<file path="config.mk">
export PLATFORM = sky130hd
export DESIGN_NAME = sr_drive_encoder
export DESIGN_NICKNAME = d
export VERILOG_FILES = /design/src/rtl/sr_drive_encoder.sv
export SDC_FILE = /design/constraint.sdc
export NUM_CORES = 1
export LEC_CHECK = 0
export CORE_UTILIZATION = 48
export DETAILED_ROUTE_END_ITERATION = 8
export PLACE_DENSITY = 0.8
export SLEW_MARGIN = 20
export SYNTH_ARGS = -nofsm -noshare
export SYNTH_HDL_FRONTEND = slang
export SYNTH_SLANG_ARGS = --single-unit
</file>
<file path="constraint.sdc">
create_clock -name clk -period 2.55 [get_ports clk]
set_clock_uncertainty 0.1 [all_clocks]
set_input_delay 0.6375 -clock clk [delete_from_list [all_inputs] [get_ports clk]]
set_output_delay 0.6375 -clock clk [all_outputs]
set_load 0.05 [all_outputs]
</file>
<file path="src/rtl/sr_drive_encoder.sv">
// sr_drive_encoder: turns target Q vectors into s/r pulses for an SR flop bank,
// tracking the expected bank state and checking the fed-back Q.
module sr_drive_encoder #(
  parameter int WIDTH        = 8,
  parameter int PULSE_CYCLES = 1,
  parameter int GAP_CYCLES   = 1
) (
  input  logic             clk,
  input  logic             rst,
  input  logic             tgt_valid,
  input  logic [WIDTH-1:0] tgt_data,
  input  logic [WIDTH-1:0] tgt_mask,
  output logic             tgt_ready,
  output logic [WIDTH-1:0] s_out,
  output logic [WIDTH-1:0] r_out,
  input  logic [WIDTH-1:0] fb_q,
  output logic [WIDTH-1:0] shadow_q,
  output logic             busy,
  output logic             done,
  output logic             err,
  output logic [WIDTH-1:0] err_bits,
  input  logic             err_clr
);

  localparam int MAXC =
    (PULSE_CYCLES > GAP_CYCLES) ? PULSE_CYCLES : GAP_CYCLES;
  localparam int CW = $clog2(MAXC + 1);
  localparam logic [CW-1:0] P_LAST = CW'(PULSE_CYCLES - 1);
  localparam logic [CW-1:0] G_LAST = CW'(GAP_CYCLES - 1);

  localparam logic [1:0] IDLE  = 2'd0;
  localparam logic [1:0] DRIVE = 2'd1;
  localparam logic [1:0] GAP   = 2'd2;

  logic [1:0]       state;
  logic [CW-1:0]    cnt;
  logic [WIDTH-1:0] set_q;
  logic [WIDTH-1:0] clr_q;
  logic [WIDTH-1:0] set_n;
  logic [WIDTH-1:0] clr_n;
  logic [WIDTH-1:0] diff;
  logic             accept;
  logic             cmp;

  assign tgt_ready = (state == IDLE) & ~rst;
  assign busy      = (state != IDLE);
  assign accept    = tgt_valid & tgt_ready;

  // set and clr are disjoint by construction: data selects one or the other
  assign set_n = tgt_mask & tgt_data & ~shadow_q;
  assign clr_n = tgt_mask & ~tgt_data & shadow_q;

  assign diff = fb_q ^ shadow_q;
  assign cmp  = (state == GAP) && (cnt == G_LAST);

  always_ff @(posedge clk) begin
    if (rst) begin
      state    <= IDLE;
      cnt      <= '0;
      s_out    <= '0;
      r_out    <= '0;
      shadow_q <= '0;
      set_q    <= '0;
      clr_q    <= '0;
      done     <= 1'b0;
    end else begin
      done <= 1'b0;
      case (state)
        IDLE: begin
          if (accept) begin
            set_q <= set_n;
            clr_q <= clr_n;
            if ((set_n | clr_n) == '0) begin
              done <= 1'b1;
            end else begin
              state <= DRIVE;
              s_out <= set_n;
              r_out <= clr_n;
              cnt   <= '0;
            end
          end
        end
        DRIVE: begin
          if (cnt == P_LAST) begin
            s_out    <= '0;
            r_out    <= '0;
            shadow_q <= (shadow_q | set_q) & ~clr_q;
            cnt      <= '0;
            state    <= GAP;
          end else begin
            cnt <= cnt + 1'b1;
          end
        end
        GAP: begin
          if (cmp) begin
            done  <= 1'b1;
            state <= IDLE;
          end else begin
            cnt <= cnt + 1'b1;
          end
        end
        default: begin
          state <= IDLE;
          s_out <= '0;
          r_out <= '0;
        end
      endcase
    end
  end

  // a mismatch on the clearing edge replaces the old history
  always_ff @(posedge clk) begin
    if (rst) begin
      err      <= 1'b0;
      err_bits <= '0;
    end else if (cmp && (diff != '0)) begin
      err      <= 1'b1;
      err_bits <= err_clr ? diff : (err_bits | diff);
    end else if (err_clr) begin
      err      <= 1'b0;
      err_bits <= '0;
    end
  end

endmodule

</file>
==> summary by stage, run 1 <==
Job
The number of max-cap violations is 0.

Floorplanning
The die height is 71.5 um. The initial core utilization is 51.5%. The core area is 0.00450 mm2.

The number of rows in the core area is 24. The area of the die is 0.00512 mm2. 64 I/O pins were placed. The overall die width is 71.5 um.

Min path
The path class of the tightest hold or removal check is register to register.

Critical path
The type of the setup path with the least slack is register to output port. The element type at the critical path end is an output port. The top cell family by delay on the critical path is buffers and inverters. In this run the worst path has a maximum fanout of 5. The critical path goes through clkdlybuf4s50_1. The worst path arrival time is 1.65 ns. The buffering stage count on the worst path with inverters included is 1. The worst setup path is launched from a register.

The slowest stage of the critical path belongs to the cell sky130_fd_sc_hd__clkdlybuf4s50_1. STA puts the critical path data required time at 1.81 ns. In this design, the stage delay of the slowest critical-path cell is 0.86 ns.

Placement
The half-perimeter wire length after placement is 4040 um. The number of input and output port buffers inserted is 63. The setup slack after placement is 0.0240 ns.

In this run, placement finished with an instance count of 364. The placer congestion estimate is 0.895.

Detailed routing
The number of nets with antenna violations after detailed routing is 0. The first routing iteration left 124 violations. The pre-antenna-repair detailed-routing pass consisted of 4 iterations.

In the routed layout, each cell is associated on average with a via count of 5.60. The DRC violation count after routing is 0. The detailed router placed 2085 vias in this run.

The sum of routed wire length over all layers is 5500 um. The average wire per cell in the routed design is 14.8 um.

Power
Overall power consumption after layout is estimated at 2.32 mW. The internal power of the cells totals 1.49 mW. Sequential cells account for 40.3% of the total power.

The peak supply drop is 0.415 mV. For this design the ratio of total power to cell area is 727 mW/mm2. The net load switching power is 0.826 mW. The relative contribution of combinational cells to total power is 34.7%.

For this design the static power due to leakage is 1.12 nW. The part of the power in the clock network is 25.0%. Net switching is 35.6% of the power.

Synthesis
The top cell type by total area after synthesis is sky130_fd_sc_hd__dfxtp_1. The area share of the leading cell type in the synthesized netlist is 45.7%. Averaged over all synthesized cells, the footprint is 9.36 um2. The synthesis-stage register bit count is 53.

Counting every instance in the synthesized netlist gives 248. The post-synthesis cell type count is 33. By area the synthesized netlist is led by sky130_fd_sc_hd__dfxtp_1 46%, sky130_fd_sc_hd__nand3b_1 8.1%, sky130_fd_sc_hd__mux2i_1 6.9%. The synthesized net count is 282. Sequential elements use 45.7% of the synthesized area.

The synthesized area is 0.00232 mm2. The Yosys step of the flow raised 0 warnings.

Final layout
The post-route netlist has 9.38% of its cells at a drive strength greater than 1. In the final design database the tool counted 353 nets. Compared with the post-synthesis result, the final layout area differs by 37.5%. The count of placed standard cells in the final layout, fillers left out is 372. The number of diodes is 0.

STA
Across all setup checks in the final design, the least slack found is 0.162 ns. Timing would allow up to 419 MHz. The post-layout minimum cycle time is 2.39 ns. The final sum of negative setup slack is 0 ns. The final count of pins violating max slew came to 0.

Setup violations remaining at the end of the flow were counted as 0. The worst-case hold slack is 0.334 ns. The number of hold-slack violations in the final timing report came to 0. Headroom to the max-slew limit came out at 54.7%.

In the finished design, the share of the clock period the worst path needs comes to 93.7%. Setup repair after global routing left no endpoint under its margin. The transition time at the pin with the least slew margin is 0.677 ns.

Global routing
The via count of the first global-routing pass is 1971. The global router's overall resource usage is 22.3%. The global-route wire length before repair is 8880 um. The number of antenna violations at the first check in global routing is 0.

Entering global routing, the biggest net connects 39 pins. The remaining global-route overflow is 0.

Clock tree
The clock tree from TritonCTS is done. In this run the clock root is driven by a sky130_fd_sc_hd__clkbuf_8. The clock transition at the register clock pins on the worst setup and hold paths after CTS is 0.10 ns. Post-CTS timing repair inserted 0 buffers for setup. Clock tree synthesis found a total of 53 sinks. The number of levels the H-tree was split into is 2.

The number of cells upsized or downsized after cts is 0. The clock passes through at most 2 buffers. Counting the buffers created by CTS gives 5.

The clock insertion delay at the later pin of the skew report is 0.31 ns. The count of hold-fix buffers inserted at cts is 0.

Run status
The flow ran to the end, and the final reports show no timing, DRC or antenna violations.
layer usage:
layer	vias to the layer above	track usage [%]	wire, um
met5	-	0	0
met4	0	7.84	69
met3	10	5.34	298
met2	65	37.8	2710
met1	997	28.0	2420
li1	1013	-	-
layout make-up:
| class | count | area (um2) |
|---|---|---|
| Timing Repair Buffer | 78 | 763 |
| Tap cell | 52 | 65.1 |
| Clock buffer | 5 | 68.8 |
| Multi-Input combinational cell | 169 | 1140 |
| Sequential cell | 53 | 1060 |
| Clock inverter | 3 | 43.8 |
| Inverter | 12 | 45.0 |
| Fill cell | 360 | 1310 |
flip-flops by register name (all words and copies together) (netlist names):
| register | cells |
|---|---|
| r_out | 8 |
| shadow_q | 8 |
| clr_q | 8 |
| cnt | 1 |
| err_bits | 8 |
| done | 1 |
| err | 1 |
| state | 2 |
| s_out | 8 |
| set_q | 8 |
placed cells by master, fill, tap and decap left out, drive strengths merged, types with 2 or more instances in the layout:
| cell | instances |
|---|---|
| o21ai | 12 |
| clkinv | 2 |
| clkbuf | 5 |
| nand3b | 25 |
| o32a | 8 |
| nor2b | 2 |
| a21oi | 19 |
| nand2 | 18 |
| xnor2 | 8 |
| dfxtp | 53 |
| xor2 | 2 |
| clkdlybuf4s50 | 61 |
| inv | 12 |
| nor3b | 2 |
| a211oi | 8 |
| ha | 6 |
| nand4 | 5 |
| mux2i | 16 |
| buf | 17 |
| nor2 | 25 |
| nand3 | 3 |
cell families (layout without fill, tap and decap cells):
kind of cell / count (synthesis) / count (layout) / synth area share [%]
AOI/OAI and AO/OA: 52 / 52 / 14.6
xor gates and xnor gates: 10 / 10 / 3.77
adders and majority gates: 6 / 6 / 3.23
buffers and inverters: 26 / 98 / 5.23
DFF: 53 / 53 / 45.7
muxes: 16 / 16 / 6.90
and+or+nand+nor: 85 / 85 / 20.6
power by group through the flow:
stage	sequential, mW	clock [mW]	combinational, mW
after floorplan	1.08	0	0.411
after global placement	0.953	0	0.783
after detailed placement	0.954	0	0.797
after CTS	0.936	0.591	0.802
after global routing	0.944	0.622	0.859
final	0.936	0.580	0.805
cell usage after synthesis, drive strengths merged:
master    n
o221ai    1
nor4b     1
nand2    18
xnor2     8
buf       3
nand3     3
nor3b     2
nand3b   25
o21ai    12
a32oi     1
a211oi    8
ha        6
dfxtp    53
a2bb2oi   1
and2      1
nor2     25
a21oi    19
o32a      8
o211ai    1
nor2b     2
nand4     5
clkbuf   11
clkinv    1
nand2b    1
a22o      1
inv      11
nor4      1
xor2      2
or3       1
mux2i    16
path summary, 6_finish.rpt:
path                               to                startpoint  slack [ns]  cells after the start
max                       shadow_q[0]  shadow_q[0]$_SDFFE_PP0P_        0.16                      1
min          shadow_q[0]$_SDFFE_PP0P_     clr_q[0]$_SDFFE_PP0P_        0.33                      1
max reg2reg     r_out[7]$_SDFFE_PP0P_     state[1]$_SDFFE_PP0P_        0.42                      7
min reg2reg  shadow_q[0]$_SDFFE_PP0P_     clr_q[0]$_SDFFE_PP0P_        0.33                      1
metrics by stage:
step,util [%],instance area [um2]
2_1_floorplan,-,2320
3_3_place_gp,68.3,3080
3_5_place_dp,68.3,3080
4_1_cts,70.8,3190
5_1_grt,70.8,3190
6_report,70.8,3190
No activity file was read; power rests on OpenSTA's default activity.
==> inputs of run 2 (changes only) <==
--- a/config.mk
+++ b/config.mk
@@ -5,9 +5,11 @@
 export SDC_FILE = /design/constraint.sdc
 export NUM_CORES = 1
 export LEC_CHECK = 0
+export ABC_CLOCK_PERIOD_IN_PS = 2550
 export CORE_UTILIZATION = 48
 export DETAILED_ROUTE_END_ITERATION = 8
 export PLACE_DENSITY = 0.8
+export REMOVE_ABC_BUFFERS = 1
 export SLEW_MARGIN = 20
 export SYNTH_ARGS = -nofsm -noshare
 export SYNTH_HDL_FRONTEND = slang
==> run 2 against run 1 <==
Compared with the run above:
- routed wire length is 2.6% lower
- first-iteration DRC count is 26% higher
- cell area is 2.3% lower
- cell count is 1.1% lower
- register-to-register slack hardly changed
- via count is 1.4% lower
- hold slack better by 0.0025 ns
==> summary by stage, run 2 (synthesis results as in run 1) <==
Floorplanning
The overall die width is 71.5 um (unchanged). The number of rows in the core area is 24 (unchanged). The initial core utilization came to 51.5% (unchanged). The area of the die was 0.00512 mm2 (unchanged). The core area came to 0.00450 mm2 (unchanged).

The count of pins on the block boundary is 64 (unchanged). The die height is 71.5 um (unchanged).

Clock tree
The clock insertion delay at the later pin of the skew report is 0.30 ns (about the same). TritonCTS built the clock tree. The count of buffers added by post-CTS timing repair for setup is 0 (unchanged).

The number of levels the H-tree was split into is 2 (unchanged). The clock transition at the register clock pins on the worst setup and hold paths after CTS is 0.09 ns (about the same). The number of buffers inserted during clock tree synthesis is 5 (unchanged). The root buffer cell chosen for the clock tree is sky130_fd_sc_hd__clkbuf_8.

The count of hold-fix buffers inserted at cts is 0 (unchanged). The number of cells upsized or downsized after cts is 0 (unchanged). The number of clock sinks is 53 (unchanged).

The maximum clock path buffer count was 2 (unchanged).

Critical path
On the critical path the largest part of the delay comes from buffers and inverters. The category of the worst setup path launch point is a register. The worst path arrival time is 1.69 ns (+0.04 ns).

The largest fanout on the critical path is 6 (+1). The element type at the critical path end is an output port. The worst register-to-register path begins at state[0]$_SDFFE_PP0P_. The critical path starts at state[0]$_SDFFE_PP0P_. The maximum single-stage delay on the critical path is 0.37 ns (-0.49 ns). The buffering stage count on the worst path with inverters included is 3 (+2). The data required time of the critical path is 1.81 ns (about the same). The register-to-register setup slack is 0.43 ns (about the same). The type of the setup path with the least slack is register to output port.

The critical path goes through inv_1 -> ha_1 -> nor2b_1 -> buf_4 -> buf_12. The critical path's slowest cell is sky130_fd_sc_hd__dfxtp_1.

Final layout
The count of placed standard cells in the final layout, fillers left out is 368 (-1.1%). The core utilization of the finished layout is 69.2% (-1.6 points). The final-layout fill cell count is 374 (+3.9%). Compared with the post-synthesis result, the final layout area differs by 34.3%.

The number of nets in the layout was 349 (-1.1%). The number of diodes was 0 (unchanged). The top cell types in the final layout, fill and taps aside, are 61 x sky130_fd_sc_hd__clkdlybuf4s50_1, 53 x sky130_fd_sc_hd__dfxtp_1, 25 x sky130_fd_sc_hd__nand3b_1, 25 x sky130_fd_sc_hd__nor2_1, 19 x sky130_fd_sc_hd__a21oi_1. The fraction of layout cells with a size suffix above 1 was 7.28% (-2.1 points). Leaving out fill and tap cells, the most frequent cell in the layout is sky130_fd_sc_hd__clkdlybuf4s50_1.

STA
The final count of pins violating max slew is 0 (unchanged). The fraction of the cycle the final worst path needs is 95.1% (+1.5 points). The worst relative slew slack is 55.0% (+0.32 points).

Setup repair after global routing left no endpoint under its margin. The count of final setup violators was 0 (unchanged). The post-layout minimum cycle time is 2.43 ns (+0.0373 ns). The transition time at the pin with the least slew margin is 0.672 ns (-0.00476 ns).

The number of hold-slack violations in the final timing report is 0 (unchanged). The highest clock frequency the design can meet is 412 MHz (-1.5%).

Run status
The flow ran to the end, and the final reports show no timing, DRC or antenna violations.

Global routing
The global router's overall resource usage is 22.3% (-0.047 points). The via count of the first global-routing pass is 1875 (-4.9%). The remaining global-route overflow was 0 (unchanged).

The pin count of the biggest net entering global routing is 39 (unchanged). The global-route wire length before repair is 8920 um (+0.46%). The number of antenna violations at the first check in global routing is 0 (unchanged).

Detailed routing
The DRC violation count after routing is 0 (unchanged). The length of the first detailed-routing pass in iterations is 4 (unchanged). The first-iteration detailed-routing DRC count is 156 (+26%). The sum of routed wire length over all layers was 5360 um (-2.6%). The via count is 2055 (-1.4%). The ratio of routed vias to standard cells is 5.58 (-0.37%). The number of nets with antenna violations after detailed routing is 0 (unchanged). The average wire per cell in the routed design is 14.6 um (-1.5%).

Min path
The launch point of the worst hold path is clr_q[7]$_SDFFE_PP0P_. The path class of the tightest hold or removal check is register to register.

Placement
The number of input and output port buffers inserted is 63 (unchanged). The half-perimeter wire length after placement is 3810 um (-5.6%). The placer congestion estimate is 0.893 (-0.23%). The cell total after placement came to 360 (-1.1%).

Job
The number of max-cap violations came to 0 (unchanged).

Power
The total leakage power is 1.08 nW (-3.5%). The power density over the cells is 703 mW/mm2 (-3.4%). The peak supply drop came to 0.351 mV (-15%).
run 2: path summary, 6_finish.rpt:
path	endpoint	cells past startpoint
max	tgt_ready	5
min	shadow_q[7]$_SDFFE_PP0P_	1
max reg2reg	s_out[6]$_SDFFE_PP0P_	7
min reg2reg	shadow_q[7]$_SDFFE_PP0P_	1
run 2: stage by stage:
step	total power [mW]	setup TNS [ns]	hold WS [ns]	setup slack (ns)	instance area, um2
6_report	2.19	0	0.336	0.124	3120
5_1_grt	2.30	0	0.360	0.0266	3120
4_1_cts	2.19	0	0.340	0.145	3110
3_5_place_dp	1.74	-0.00787	0.327	-0.00787	3030
3_3_place_gp	1.73	0	0.322	0.0767	3030
2_1_floorplan	1.45	-23.01	0.308	-1.21	2240
run 2: layer usage:
layer  vias up  GRT usage, %  part of all wire (%)
li1       1004             -                     -
met1       964          29.5                    48
met2        77          36.7                    46
met3        10          5.20                   5.6
met4         0          6.32                   1.0
met5         -             0                     0
run 2: power by group:
part | leakage (nW) | internal, mW | total, mW | switching (mW)
logic | 0.610 | 0.305 | 0.798 | 0.493
registers | 0.429 | 0.889 | 0.935 | 0.0465
clock network | 0.0385 | 0.195 | 0.458 | 0.263
total | 1.08 | 1.39 | 2.19 | 0.802
run 2: final cells by class:
type | instances | area [um2] | area share (%)
Inverter | 12 | 45.0 | 1.45
Tap cell | 52 | 65.1 | 2.09
Timing Repair Buffer | 74 | 721 | 23.1
Sequential cell | 53 | 1060 | 34.0
Clock buffer | 7 | 76.3 | 2.45
Multi-Input combinational cell | 169 | 1140 | 36.6
Clock inverter | 1 | 7.51 | 0.241
